File: config.mk
export PLATFORM = sky130hd
export DESIGN_NAME = if_bht
export DESIGN_NICKNAME = d
export VERILOG_FILES = /design/src/rtl/if_bht.sv
export SDC_FILE = /design/constraint.sdc
export NUM_CORES = 1
export LEC_CHECK = 0
export ABC_AREA = 1
export BUFFER_PORTS_ARGS = -buffer_cell sky130_fd_sc_hd__buf_2
export CAP_MARGIN = 10
export CORE_MARGIN = 1.5
export CORE_UTILIZATION = 29
export DETAILED_ROUTE_END_ITERATION = 8
export PLACE_DENSITY = 0.56
export SLEW_MARGIN = 40
export SYNTH_ARGS = -nofsm -noshare
export SYNTH_HDL_FRONTEND = slang
export SYNTH_SLANG_ARGS = --single-unit
File: constraint.sdc
create_clock -name clk -period 4.5 [get_ports clk]
set_clock_uncertainty 0.2 [all_clocks]
set_input_delay 0.225 -clock clk [delete_from_list [all_inputs] [get_ports clk]]
set_output_delay 0.225 -clock clk [all_outputs]
set_load 0.02 [all_outputs]
File: src/rtl/if_bht.sv
`default_nettype none
// ============================================================================
// Module   : if_bht
// Brief    : Instruction-fetch stage with a 2-bit saturating-counter BHT,
//            static JAL redirect and IF/ID pipeline registers.
// Revision : 1.0 - initial release
// ============================================================================
module if_bht #(
    parameter int          ENTRIES  = 16,
    parameter logic [1:0]  CTR_INIT = 2'b01,
    parameter logic [31:0] RESET_PC = 32'h0000_0000
) (
    input  logic        clk,
    input  logic        rst,
    input  logic        stall,
    output logic        ICACHE_ren,
    output logic        ICACHE_wen,
    output logic [29:0] ICACHE_addr,
    output logic [31:0] ICACHE_wdata,
    input  logic [31:0] ICACHE_rdata,
    input  logic        pc_sel,
    input  logic [31:0] pc_jump,
    input  logic        upd_valid,
    input  logic [31:0] upd_pc,
    input  logic        upd_taken,
    output logic [31:0] pc_if,
    output logic [31:0] pc_4_if,
    output logic [31:0] instr_if,
    output logic        BrPre_if
);

    localparam int IDX_W = $clog2(ENTRIES);

    localparam logic [6:0] c_OP_BRANCH = 7'b1100011;
    localparam logic [6:0] c_OP_JAL    = 7'b1101111;

    logic [31:0]      r_pc;
    logic [31:0]      r_pc_if;
    logic [31:0]      r_pc_4_if;
    logic [31:0]      r_instr_if;
    logic             r_br_pre_if;
    logic [1:0]       r_ctr [ENTRIES];

    logic [31:0]      w_instr;
    logic             w_is_b;
    logic             w_is_j;
    logic [IDX_W-1:0] w_rd_idx;
    logic [IDX_W-1:0] w_upd_idx;
    logic [1:0]       w_ctr_rd;
    logic [1:0]       w_ctr_old;
    logic [1:0]       w_ctr_new;
    logic             w_br_pre;
    logic             w_pred;
    logic [31:0]      w_imm_b;
    logic [31:0]      w_imm_j;
    logic [31:0]      w_pc_4;
    logic [31:0]      w_pc_next;
    logic             w_unused_upd;

    assign ICACHE_ren   = 1'b1;
    assign ICACHE_wen   = 1'b0;
    assign ICACHE_wdata = 32'h0000_0000;
    assign ICACHE_addr  = r_pc[31:2];

    // The memory returns words little-endian; instructions are decoded big-endian.
    assign w_instr = {ICACHE_rdata[7:0], ICACHE_rdata[15:8],
                      ICACHE_rdata[23:16], ICACHE_rdata[31:24]};

    assign w_is_b = (w_instr[6:0] == c_OP_BRANCH);
    assign w_is_j = (w_instr[6:0] == c_OP_JAL);

    // Tag-less table: upper PC bits are dropped, aliasing is accepted.
    assign w_rd_idx     = r_pc[IDX_W+1:2];
    assign w_upd_idx    = upd_pc[IDX_W+1:2];
    assign w_unused_upd = ^{upd_pc[31:IDX_W+2], upd_pc[1:0]};

    assign w_ctr_rd = r_ctr[w_rd_idx];
    assign w_br_pre = w_is_b & w_ctr_rd[1];
    assign w_pred   = w_br_pre | w_is_j;

    assign w_imm_b = {{19{w_instr[31]}}, w_instr[31], w_instr[7],
                      w_instr[30:25], w_instr[11:8], 1'b0};
    assign w_imm_j = {{11{w_instr[31]}}, w_instr[31], w_instr[19:12],
                      w_instr[20], w_instr[30:21], 1'b0};

    assign w_pc_4 = r_pc + 32'd4;

    always_comb begin
        w_pc_next = w_pc_4;
        if (pc_sel) begin
            w_pc_next = pc_jump;
        end else if (w_is_j) begin
            w_pc_next = r_pc + w_imm_j;
        end else if (w_br_pre) begin
            w_pc_next = r_pc + w_imm_b;
        end
    end

    assign w_ctr_old = r_ctr[w_upd_idx];

    always_comb begin
        w_ctr_new = w_ctr_old;
        if (upd_taken) begin
            if (w_ctr_old != 2'b11) begin
                w_ctr_new = w_ctr_old + 2'd1;
            end
        end else begin
            if (w_ctr_old != 2'b00) begin
                w_ctr_new = w_ctr_old - 2'd1;
            end
        end
    end

    // Counters train independently of stall/flush; reads see the pre-update value.
    always_ff @(posedge clk or posedge rst) begin
        if (rst) begin
            for (int i = 0; i < ENTRIES; i++) begin
                r_ctr[i] <= CTR_INIT;
            end
        end else if (upd_valid) begin
            r_ctr[w_upd_idx] <= w_ctr_new;
        end
    end

    always_ff @(posedge clk or posedge rst) begin
        if (rst) begin
            r_pc        <= RESET_PC;
            r_pc_if     <= 32'h0000_0000;
            r_pc_4_if   <= 32'h0000_0000;
            r_instr_if  <= 32'h0000_0000;
            r_br_pre_if <= 1'b0;
        end else if (!stall) begin
            r_pc        <= w_pc_next;
            r_pc_if     <= r_pc;
            r_pc_4_if   <= w_pc_4;
            r_instr_if  <= pc_sel ? 32'h0000_0000 : w_instr;
            r_br_pre_if <= pc_sel ? 1'b0 : w_pred;
        end
    end

    assign pc_if    = r_pc_if;
    assign pc_4_if  = r_pc_4_if;
    assign instr_if = r_instr_if;
    assign BrPre_if = r_br_pre_if;

endmodule
`default_nettype wire

# Word level (Yosys, flattened, before mapping)
# Cells that the tools add are included.
[word_totals]
elab_cells = 55
inputBits = 102
reg_bits = 161
[classes]
n_eq_ne = 3
bitwise = 4
addsub = 5
n_mux = 17
magnitude_cmp = 3
n_reduce_logical = 2
[ops]
columns = ["op", "count"]
rows = [
  ["32-bit two-way mux", 4],
  ["32-bit adder", 2],
  ["32-bit by 3-bit adder with 32-bit output, second input constant", 1],
  ["32-bit bitwise mux", 1],
  ["2-bit binary-select mux with 4-bit select", 2],
  ["2-bit two-way mux", 8],
  ["7-bit equality test, second input constant", 2],
  ["5-bit >= comparator, second input constant", 2],
  ["4-bit inverter with 5-bit output", 2],
  ["2-bit demux with 4-bit select", 1],
  ["5-bit by 1-bit < comparator with 1-bit output, second input constant", 1],
  ["2-bit by 1-bit adder with 2-bit output, second input constant", 1],
  ["2-bit inequality test, second input constant", 1],
  ["2-bit nonzero test", 1],
  ["2-bit by 1-bit subtractor with 2-bit output, second input constant", 1],
  ["1-bit bitwise AND", 1],
  ["1-bit logical AND", 1],
  ["1-bit two-way mux", 1],
  ["1-bit OR", 1],
]

# Longest topological paths before layout
[logic_depth]
ltp_word = 8
ltp_mapped = 17

# Least setup slack after synthesis
# OpenSTA, ideal clock, no wires.
[synth_timing]
kind = "flip-flop to flip-flop"
start = "register r_pc[2]"
end = "register r_pc[17]"
t_arrival_ps = 2051
stages_incl_launch_ff = 18
synth_period_minus_slack_ps = 2368
setup_ps = 117
slack_ps = 2132
cell_sequence = "dfrtp_1 > inv_2 > buf_6 > fa_1 > inv_1 > nand3_1 > nand3_1 > nand2_1 > nand2_1 > nand3_1 > nand2_1 > nand2_1 > nand3_1 > nand2_1 > inv_1 > nand2_1 > nand2_1 > nand2_1"
[synth_between]
elab_chain_cells = 8
elab_cells_between_ends = 11
classes_between = "add/sub: 3; mux: 6; bitwise: 2"
[synth_rtl]
columns = ["item", "line_no", "rtl"]
rows = [
  ["from (decl)", "37", "logic [31:0] r_pc;"],
  ["from (signal assigned)", "133", "r_pc <= w_pc_next;"],
  ["branches (longest 6 deep; another with 32-bit by 3-bit adder with 32-bit output)", "n/a", ""],
  ["32-bit two-way mux (*)", "92", "end else if (w_is_j) begin"],
  ["32-bit two-way mux (*)", "90", "if (pc_sel) begin"],
]
# Mark *: on every way between the ends. The select of a mux whose other input is x is not followed.
# A chain may end at the register's enable or synchronous reset.

# Worst setup path after layout
[layout_timing]
start = "register r_pc[2]"
end = "register r_pc[9]"
# Same word-level chain as after synthesis.

==> metrics <==
Post-Syn Instances 2052; vias in the first global route 12700; Routability Congestion 0.938; Seq pwr share 35.0%; Port Buffers 200; Peak VDD IR 0.179 mV; Core Region 43400 sq um; combinational power share 37.4%; Final Hold Viols 0; RSZ-0062 raised after global routing no; Min-Delay Path Class in -> reg; row cnt 76; Least-Margin Pin Slew 780 ps; placed cell areas 14100 sq um; top post-synthesis cells by count 799 x nand2_1, 270 x inv_1, 186 x nor2_1, 177 x nand3_1, 143 x dfrtp_1; Synth-to-Final Area Change 19.0%; CTS tree done; Yosys reg bits 159; critical path required time 4660 ps; Cell Area, Synth 12800 sq um; Synth Flop Type dfrtp_1; number of CTS-inserted buffers 17; Net Sw Power 2.37 mW; CTS Root Cell clkbuf_16; top-count cell post-synth nand2_1; worst skew pair latency 470 ps; Ports 263; Synth cell types 47; startpoint types flop; Net Sw Frac 43.3%; power share of the clock group 27.6%; Int Power 3.10 mW; Max Clock Freq 303 MHz; CP Capture Type flop; Avg WL per Cell 17.9 um; outcome completed; gr ovfl total 0; Yosys warnings 0; final wirelength 51200 um; fin area 15300 sq um; clock buffer depth 2; DRT iter0 DRCs 1211; maxcap violations 0; Pleak 8.38 nW; Clk pin slew, worst setup/hold paths 80 ps; Avg Inst Size Synth 6.25 sq um; minimum clock period 3300 ps; layout cell share with drive strength beyond 1 12.8%; Slew HR 48.0%; largest area contributor in the netlist dfrtp_1; antenna cell count 0; CP Max Fanout 19; crit share post-route 73.4%; critical path type reg -> reg; antenna viol nets, final 0; Filler Cell Count 4762; Via Count 13700; Residual DRC 0; crit path DAT 3460 ps; largest net degree at the start of global routing 112; # nets final 2409; pre-CTS setup slack 1300 ps; post-route insts no fill 2859; vias per cell 4.78; final setup fails 0; chip width 213 um; Final HPWL DP 40300 um; GRT Resource Usage Total 22.7%; Finished Core Util 35.2%; setup_tns 0 ps; Post-synth ARST share 100%; initial antenna violation count 0; fin. max-slew vios 0; P per Cell Area 358 nW/um^2; Die Y 213 um; die area 45500 sq um; first-pass GRT wire length 76700 um; H-tree Lvls 4; Placed Cells 2765; clock sinks 159; Post-synth EDFFs 0; Synth area leaders dfrtp_1 28%, nand2_1 23%, inv_1 7.9%; Final Worst Setup Slack 1200 ps; sequential fraction of the synthesis area 31.2%; DRT Pass-1 Iters 5; Initial Utilization 29.6%; share of the synthesized area in the top cell type 27.9%
## critical path, stage by stage (launching register included)
cell,delay (ps)
dfrtp_1,820
inv_2,380
fa_1,520
inv_1,140
nand3_1,80
nand3_1,160
nand2_1,70
nand2_1,130
nand2_1,60
nand3_1,80
nand2_1,60
a21oi_1,270
nand2_1,90
nand2_1,70
nand2_1,50
## cell families (layout without fill, tap and decap cells)
group	count (synthesis)	in the layout	share of synthesized area (%)
xor gates and xnor gates	35	35	2.39
buffers and inverters	392	582	13.8
and+or+nand+nor	1230	1230	39.3
adders and majority gates	46	46	4.60
AOI/OAI and AO/OA	188	188	8.73
other	2	34	0.0585
DFF	159	159	31.2
## routing by layer
layer  vias up  track usage [%]  part of all wire, %  routed length, um
met5         -                0                    0                  0
met4         0             6.56                  2.1               1090
met3        57             2.83                  5.8               2970
met2       492             34.7                   43              21900
met1      6377             33.3                   49              25300
li1       6753                -                    -                  -
## layout by cell type (no fill, tap or decap), drive strengths merged, types with 4 or more instances in the layout
| master | instances |
|---|---|
| a21oi | 49 |
| a22o | 27 |
| a22oi | 12 |
| a31oi | 7 |
| buf | 210 |
| clkbuf | 18 |
| clkinv | 6 |
| conb | 34 |
| dfrtp | 143 |
| dfstp | 16 |
| dlygate4sd3 | 62 |
| ha | 44 |
| inv | 284 |
| nand2 | 807 |
| nand3 | 179 |
| nand3b | 8 |
| nand4 | 23 |
| nor2 | 194 |
| nor3 | 13 |
| o21ai | 79 |
| o21bai | 6 |
| or2 | 4 |
| xnor2 | 4 |
| xor2 | 31 |
## cell type report
class                   instances  area [sq um]  area share [%]
inverters                     277          1050            6.85
clock inverters                15           163            1.06
multi-input cells            1533          7200            47.1
repair buffers                273          1720            11.2
flip-flops and latches        159          4000            26.2
well taps                     585           732            4.79
clock buffers                  17           425            2.78
## timing repair
item | in CTS | in global routing
endpoints found under the hold margin | 115 | 0
hold buffers | 62 | 0
setup buffers | 0 | 0
resized for setup | 0 | 0
## state kept, by name (all words and copies together), names as in the netlist
register / count
r_ctr: 32
r_pc: 32
pc_if: 32
pc_4_if: 30
BrPre_if: 1
instr_if: 32
## per-stage QoR
stage / power [mW] / hold WS [ps]
6_report: 5.47 / 9.56
5_1_grt: 5.83 / 28.0
4_1_cts: 5.49 / 1.11
3_5_place_dp: 3.92 / -10.5
3_3_place_gp: 3.90 / -16.0
2_1_floorplan: 3.28 / 135
## path summary, 6_finish.rpt
kind | from | to | slack, ps | cells past startpoint
worst min register to register | r_ctr[4] | r_ctr[4] | 270 | 2
worst min-delay path | ICACHE_rdata[17] | instr_if[9] | 10 | 3
worst max register to register | r_pc[2] | r_pc[9] | 1200 | 14
max in group asynchronous | rst | pc_if[21] | 3090 | 4
worst max-delay path | r_pc[2] | r_pc[9] | 1200 | 14
min in group asynchronous | rst | instr_if[6] | 60 | 3
## power groups by stage
stage | combinational, mW | clock [mW] | sequential [mW]
2_1_floorplan | 1.33 | 0 | 1.95
3_3_place_gp | 1.97 | 0 | 1.93
3_5_place_dp | 1.99 | 0 | 1.93
4_1_cts | 2.04 | 1.55 | 1.90
5_1_grt | 2.29 | 1.61 | 1.94
6_report | 2.05 | 1.51 | 1.91
Note: power is estimated with default switching activity, not from simulation.
